### src/rtl/alu_seq.sv
// Registered ALU with valid/ready handshakes, status flags and an iterative
// shift-add unsigned multiply. Each result is held until the consumer takes it.
module alu_seq #(
  parameter int N    = 8,
  parameter int NSel = 6
) (
  input  logic            i_clock,
  input  logic            i_reset_n,
  input  logic            i_valid,
  output logic            o_ready,
  input  logic [N-1:0]    i_alu_A,
  input  logic [N-1:0]    i_alu_B,
  input  logic [NSel-1:0] i_alu_Op,
  output logic            o_valid,
  input  logic            i_ready,
  output logic [N-1:0]    o_alu_Result,
  output logic [N-1:0]    o_alu_Result_hi,
  output logic            o_zero,
  output logic            o_carry,
  output logic            o_overflow,
  output logic            o_err
);

  typedef enum logic [1:0] {IDLE, EXEC, MUL, DONE} state_t;

  localparam logic [NSel-1:0] OP_ADD   = NSel'(6'b100000);
  localparam logic [NSel-1:0] OP_SUB   = NSel'(6'b100010);
  localparam logic [NSel-1:0] OP_AND   = NSel'(6'b100100);
  localparam logic [NSel-1:0] OP_OR    = NSel'(6'b100101);
  localparam logic [NSel-1:0] OP_XOR   = NSel'(6'b100110);
  localparam logic [NSel-1:0] OP_SRA   = NSel'(6'b000011);
  localparam logic [NSel-1:0] OP_SRL   = NSel'(6'b000010);
  localparam logic [NSel-1:0] OP_NOR   = NSel'(6'b100111);
  localparam logic [NSel-1:0] OP_MULTU = NSel'(6'b011001);

  localparam int CW = $clog2(N);

  state_t          state_q, state_d;
  logic [N-1:0]    a_q, b_q;
  logic [NSel-1:0] op_q;
  logic [N-1:0]    acc_hi_q, acc_lo_q;
  logic [CW-1:0]   cnt_q;

  logic [N:0]      sum, diff, mul_sum;
  logic [N-1:0]    ex_res, acc_hi_next, acc_lo_next;
  logic            ex_carry, ex_ovf, ex_err, mul_last;

  // Single-cycle datapath evaluated on the captured operands.
  // NOTE: every always_comb output gets a default first so no path infers a latch.
  always_comb begin
    sum      = {1'b0, a_q} + {1'b0, b_q};
    diff     = {1'b0, a_q} - {1'b0, b_q};
    ex_res   = '0;
    ex_carry = 1'b0;
    ex_ovf   = 1'b0;
    ex_err   = 1'b0;
    case (op_q)
      OP_ADD: begin
        ex_res   = sum[N-1:0];
        ex_carry = sum[N];
        ex_ovf   = (a_q[N-1] == b_q[N-1]) && (sum[N-1] != a_q[N-1]);
      end
      OP_SUB: begin
        ex_res   = diff[N-1:0];
        ex_carry = diff[N];
        ex_ovf   = (a_q[N-1] != b_q[N-1]) && (diff[N-1] != a_q[N-1]);
      end
      OP_AND:  ex_res = a_q & b_q;
      OP_OR:   ex_res = a_q | b_q;
      OP_XOR:  ex_res = a_q ^ b_q;
      OP_NOR:  ex_res = ~(a_q | b_q);
      OP_SRL:  ex_res = a_q >> b_q;
      OP_SRA:  ex_res = $signed(a_q) >>> b_q;
      default: ex_err = 1'b1;
    endcase
  end

  // One shift-add step: the multiplier sits in acc_lo and is consumed LSB first.
  always_comb begin
    mul_sum     = {1'b0, acc_hi_q} + (acc_lo_q[0] ? {1'b0, a_q} : '0);
    acc_hi_next = mul_sum[N:1];
    acc_lo_next = {mul_sum[0], acc_lo_q[N-1:1]};
    mul_last    = (cnt_q == CW'(N - 1));
  end

  always_comb begin
    state_d = state_q;
    case (state_q)
      IDLE:    if (i_valid) state_d = (i_alu_Op == OP_MULTU) ? MUL : EXEC;
      EXEC:    state_d = DONE;
      MUL:     if (mul_last) state_d = DONE;
      DONE:    if (i_ready) state_d = IDLE;
      default: state_d = IDLE;
    endcase
  end

  // NOTE: sequential state uses non-blocking assignments so all registers update together.
  always_ff @(posedge i_clock) begin
    if (!i_reset_n) state_q <= IDLE;
    else            state_q <= state_d;
  end

  // NOTE: every register, operands included, is reset so an aborted operation leaves no trace.
  always_ff @(posedge i_clock) begin
    if (!i_reset_n) begin
      a_q             <= '0;
      b_q             <= '0;
      op_q            <= '0;
      acc_hi_q        <= '0;
      acc_lo_q        <= '0;
      cnt_q           <= '0;
      o_alu_Result    <= '0;
      o_alu_Result_hi <= '0;
      o_zero          <= 1'b0;
      o_carry         <= 1'b0;
      o_overflow      <= 1'b0;
      o_err           <= 1'b0;
    end else begin
      case (state_q)
        IDLE: if (i_valid) begin
          a_q      <= i_alu_A;
          b_q      <= i_alu_B;
          op_q     <= i_alu_Op;
          acc_hi_q <= '0;
          acc_lo_q <= i_alu_B;
          cnt_q    <= '0;
        end
        EXEC: begin
          o_alu_Result    <= ex_res;
          o_alu_Result_hi <= '0;
          o_zero          <= (ex_res == '0);
          o_carry         <= ex_carry;
          o_overflow      <= ex_ovf;
          o_err           <= ex_err;
        end
        MUL: begin
          acc_hi_q <= acc_hi_next;
          acc_lo_q <= acc_lo_next;
          cnt_q    <= cnt_q + 1'b1;
          if (mul_last) begin
            o_alu_Result    <= acc_lo_next;
            o_alu_Result_hi <= acc_hi_next;
            o_zero          <= ({acc_hi_next, acc_lo_next} == '0);
            o_carry         <= 1'b0;
            o_overflow      <= (acc_hi_next != '0);
            o_err           <= 1'b0;
          end
        end
        default: ;
      endcase
    end
  end

  assign o_ready = (state_q == IDLE);
  assign o_valid = (state_q == DONE);

endmodule
### config.mk
export PLATFORM = sky130hd
export DESIGN_NAME = alu_seq
export DESIGN_NICKNAME = d
export VERILOG_FILES = /design/src/rtl/alu_seq.sv
export SDC_FILE = /design/constraint.sdc
export NUM_CORES = 1
export LEC_CHECK = 0
export BUFFER_PORTS_ARGS = -buffer_cell sky130_fd_sc_hd__buf_2
export CORE_MARGIN = 3
export CORE_UTILIZATION = 55
export CTS_CLUSTER_DIAMETER = 60
export DETAILED_ROUTE_END_ITERATION = 12
export GPL_ROUTABILITY_DRIVEN = 0
export MAX_ROUTING_LAYER = met4
export PLACE_DENSITY = 0.76
export SYNTH_ARGS = -nofsm -noshare
export SYNTH_HDL_FRONTEND = slang
export SYNTH_SLANG_ARGS = --single-unit
export TNS_END_PERCENT = 20
### constraint.sdc
create_clock -name i_clock -period 2.6 [get_ports i_clock]
set_input_delay 0.26 -clock i_clock [delete_from_list [all_inputs] [get_ports i_clock]]
set_output_delay 0.26 -clock i_clock [all_outputs]
set_load 0.02 [all_outputs]
# Word-level counts from Yosys, hierarchy flattened
# Cells that the tools add are included.
# totals
ff_bits	63
latchBits	0
ram_bits	0
romBits	0
out_inout_bits	22
elab_cells	83
mem_count	0
# classes
n_addsub	4
mul	0
div_mod_pow	0
magnitude_cmp	0
n_eq_ne	20
shift	2
mux	27
n_bitwise	4
n_reduce_logical	13
# ops
op	n
8-bit case mux with 2 select lines	4
8-bit case mux with 8 select lines	1
8-bit two-way mux	5
6-bit equality test, second input constant	6
8-bit by 8-bit adder with 9-bit output	2
16-bit zero test	1
6-bit by 2-bit equality test with 1-bit output, second input constant	2
1-bit case mux with 2 select lines	6
8-bit by 8-bit subtractor with 9-bit output	1
8-bit AND	1
8-bit zero test	1
2-bit two-way mux	4
8-bit NOT	1
8-bit bitwise OR	1
2-bit case mux with 4 select lines	1
8-bit nonzero test	1
8-bit OR reduction	1
8-bit by 8-bit >> shifter with 8-bit output	1
8-bit by 8-bit >>> shifter with 8-bit output	1
8-bit XOR	1
6-bit by 5-bit equality test with 1-bit output, second input constant	1
3-bit case mux with 2 select lines	1
2-bit AND reduction	3
2-bit equality test, second input constant	2
other kinds (13)	21

# Depth between registers and ports, before layout
# depth
ltp_word	5
depth_mapped	11
mapped_depth_nobuf	11

# Worst setup path before layout
# Ideal clock, no wire load.
# synth_path
kind	reg-to-reg
start	register b_q[2]
end	register o_alu_Result[7]
t_arrival_ns	2.574
required_time_ns	2.485
setup_slack_ns	-0.089
path_stages_with_launch	12
n_path_buf	2
period_less_slack_ns	2.689
cell_sequence	dfxtp_1 > clkbuf_8 > inv_1 > ha_1 > buf_2 > nor3_1 > o311a_1 > o32a_1 > nor2b_1 > a221oi_1 > nor3_1 > o21a_1
# synth_via
elab_chain_cells	3
word_cells_on_any_way	6
classes_between	2 x add/sub; 2 x shift; 2 x mux
# synth_lines
item	line_no	text
start: declaration	39	logic [N-1:0] a_q, b_q;
start signal: assignment	122	b_q <= i_alu_B;
8-bit by 8-bit subtractor with 9-bit output, or another cell as far along	52	diff = {1'b0, a_q} - {1'b0, b_q};
8-bit case mux with 8 select lines (*)	57	case (op_q)
8-bit case mux with 2 select lines (*)	119	case (state_q)
end signal: assignment	129	o_alu_Result <= ex_res;
end signal: assignment	141	o_alu_Result <= acc_lo_next;
end: declaration	16	output logic [N-1:0] o_alu_Result,
# Every way passes the cells marked *; elsewhere a longest branch is shown, timed or not.
# A chain may end at the register's enable or synchronous reset.

# Worst setup path after layout
# layout_path
start	register acc_lo_q[0]
end	register acc_hi_q[5]
# layout_via
elab_chain_cells	3
# layout_lines
item	line_no	text
start: declaration	41	logic [N-1:0] acc_hi_q, acc_lo_q;
start signal: assignment	125	acc_lo_q <= i_alu_B;
start signal: assignment	138	acc_lo_q <= acc_lo_next;
8-bit two-way mux	80	mul_sum = {1'b0, acc_hi_q} + (acc_lo_q[0] ? {1'b0, a_q} : '0);
8-bit by 8-bit adder with 9-bit output	80	
8-bit case mux with 2 select lines	119	
end signal: assignment	137	acc_hi_q <= acc_hi_next;
end: declaration	41	
# Every way passes these cells.

==> results_dict.tcl <==
set metrics [dict create \
    seq_area_um2 1280 \
    timing.slew.headroom 0.558 \
    row_count 34 \
    fin_nets 797 \
    clk_pin_slew_ns 0.09 \
    async_reset_ff_frac 0 \
    fin_skew_ns 0.0172 \
    multi_input_area_um2 3690 \
    diodes 0 \
    vias 5433 \
    final_core_utilization 0.714 \
    synth_warnings 0 \
    r2r_cells 11 \
    critPathRequiredTime_ns 2.89 \
    antenna_found_initial 0 \
    fillers 655 \
    finalHoldViolations 0 \
    worstSetupEndpointType "register" \
    final-setup-viol-count 1 \
    rr_startpoint "acc_lo_q[0]" \
    yosysMostFrequentCell "nand2_1" \
    port-buffer-count 47 \
    htreeDepth 3 \
    cts_tree "built" \
    syn-num-nets 701 \
    hpwl_mm 11.8 \
    cap_violations 0 \
    hold-path-cell-count 3 \
    synthTopCellsByCount "92 x nand2_1, 63 x dfxtp_1, 37 x ha_1" \
    yosys-top-cells-area "dfxtp_1 25%, ha_1 9.2%, nand2_1 6.8%" \
    start_kind "register" \
    synth_cell_types 76 \
    tightest_slew_ns 0.661 \
    syn_area_per_cell_um2 7.94 \
    r2r_end "acc_hi_q[5]" \
    pwr-share-comb 0.530 \
    irDropWorstVdd_mv 0.764 \
    cp.arrival_ns 2.92 \
    grt-ovfl-total 0 \
    syn_inst 635 \
    startpoint "acc_lo_q[0]" \
    cts_hold_buf 0 \
    pwr-share-clk 0.198 \
    drt_iter0_drc 562 \
    synth_flop_cell "dfxtp_1" \
    io_pins 48 \
    fin_crit_ns 2.63 \
    clock_latency_ns 0.35 \
    die_area_um2 10400 \
    netSwitchingPower_mw 2.21 \
    maxSlewViolCount 0 \
    wl_per_cell_um 19.3 \
    first_global_vias 5144 \
    ys_seq_area_frac 0.250 \
    worst-path-max-fanout 6 \
    first_pass_iters 5 \
    synth_edf_count 0 \
    drc 0 \
    fin_ws_ns -0.0268 \
    synth_top_area_cell "dfxtp_1" \
    root_buffer "clkbuf_8" \
    synth_seq_cells 63 \
    syn_to_final_growth_pct 24.6 \
    p_per_area_nw_per_um2 799 \
    fin_crit_sh 1.01 \
    dieWidth_um 102 \
    vias_per_cell 6.44 \
    final_area_um2 6290 \
    status "complete, but fails checks" \
    grt_max_degree 59 \
    drive_gt1_frac 0.291 \
    synth.top_cell.area_share 0.250 \
    syn-cell-area_um2 5040 \
    whs_endpoint "a_q[4]" \
    grt_usage 0.320 \
    ant_nets 0 \
    numCtsBuffers 9 \
    fmax_mhz 381 \
    hp-start "i_alu_A[4]" \
    p_int_mw 2.81 \
    p_leak_nw 2.68 \
    finalWirelength_mm 16.3 \
    start_util 0.573 \
    switching_share 0.441 \
    rrSetupSlack_ns -0.03 \
    violations "negative setup slack" \
    clock_path_buffers 2 \
    coreArea_um2 8810 \
    hp-class "in -> reg" \
    power_frac_seq 0.272 \
    worstSetupPathType "reg -> reg" \
    place_area_um2 5770 \
    cts_sinks 63 \
    rsz0062_at_grt "true" \
    grt_pass1_wl_mm 25.4 \
    die_y_um 102 \
]
==> flip-flops by register name, indices dropped and copies added (netlist names), 2 cells and up <==
name,flops
acc_lo_q,8
op_q,6
o_alu_Result,8
acc_hi_q,8
a_q,8
cnt_q,3
b_q,8
o_alu_Result_hi,8
state_q,2
==> through the flow <==
| stage | cells | total power, mW | setup TNS (ns) | worst slack [ns] | hold WS (ns) |
|---|---|---|---|---|---|
| 2_1_floorplan | 635 | 2.92 | -0.0462 | -0.0462 | 0.397 |
| 3_3_place_gp | 821 | 3.73 | -0.0255 | -0.0255 | 0.448 |
| 3_5_place_dp | 821 | 3.81 | -0.158 | -0.104 | 0.457 |
| 4_1_cts | 837 | 4.82 | -0.0112 | -0.0112 | 0.161 |
| 5_1_grt | 844 | 5.28 | -0.406 | -0.110 | 0.162 |
| 6_report | 844 | 5.03 | -0.0268 | -0.0268 | 0.153 |
==> cell usage in the layout (no fill, tap or decap), types with 9 or more instances in the layout <==
cell type and instances:
a21boi_0 29, nor2b_1 23, nor3_1 12, nor2_1 28, mux2i_1 10, nand3_1 16
and2_1 18, a21oi_1 15, dfxtp_1 52, buf_4 72, ha_1 28, o21ai_0 27
dfxtp_2 9, buf_2 47, o211a_1 11, a22oi_1 12, nand2_1 91, inv_1 29
clkbuf_8 9
==> power by group through the flow <==
stage | sequential (mW) | clock (mW) | combinational [mW]
CTS | 1.34 | 0.991 | 2.49
floorplan | 1.35 | 0 | 1.57
global route | 1.39 | 1.03 | 2.87
finish | 1.37 | 0.997 | 2.66
global placement | 1.34 | 0 | 2.39
detailed placement | 1.36 | 0 | 2.46
==> critical path, cell delays in order, from the launching register on <==
cell	delay, ns
dfxtp_4	0.39
and2_4	0.15
ha_4	0.15
inv_2	0.04
fa_2	0.33
nand2b_4	0.16
a2111oi_0	0.56
a211oi_2	0.13
buf_4	0.17
buf_4	0.13
o21ai_0	0.21
and2_1	0.17
==> metal layers <==
metal  global-route usage  up-vias  wire, µm
met5                    -        -         0
met4                0.109        0       490
met3               0.0696       59      1650
met2                0.496      329      7530
met1                0.411     2552      6600
li1                     -     2493         -
==> layout make-up <==
class                   instances  share of cell area
clock inverters                 6              0.0149
repair buffers                122               0.133
multi-input cells             503               0.588
inverters                      32              0.0191
well taps                     108              0.0215
flip-flops and latches         63               0.204
clock buffers                  10              0.0203
==> worst max-delay path by stage <==
stage,depth (start not counted),slack [ns],endpoint
finish,11,-0.03,acc_hi_q[5]
global route,12,-0.11,o_zero
CTS,8,-0.01,o_zero
detailed placement,10,-0.10,o_overflow
global placement,10,-0.03,o_overflow
floorplan,11,-0.05,o_alu_Result[7]
==> what timing repair did <==
action                                  CTS  global route
pin swaps                                 0            10
buffers inserted                          0             7
gates resized for setup                   9            54
endpoints found under the setup margin    4            10
==> cells by family (layout without fill, tap and decap cells) <==
group	count (synthesis)	after routing	share of synthesized area
AO/OA/AOI/OAI	191	191	0.272
XOR/XNOR	3	3	0.00521
flip-flops	63	63	0.250
buffers and inverters	69	170	0.0640
multiplexers	18	18	0.0489
adder cells (fa/ha/maj)	40	40	0.104
AND/OR/NAND/NOR	251	251	0.256
Note: power is estimated with default switching activity, not from simulation.
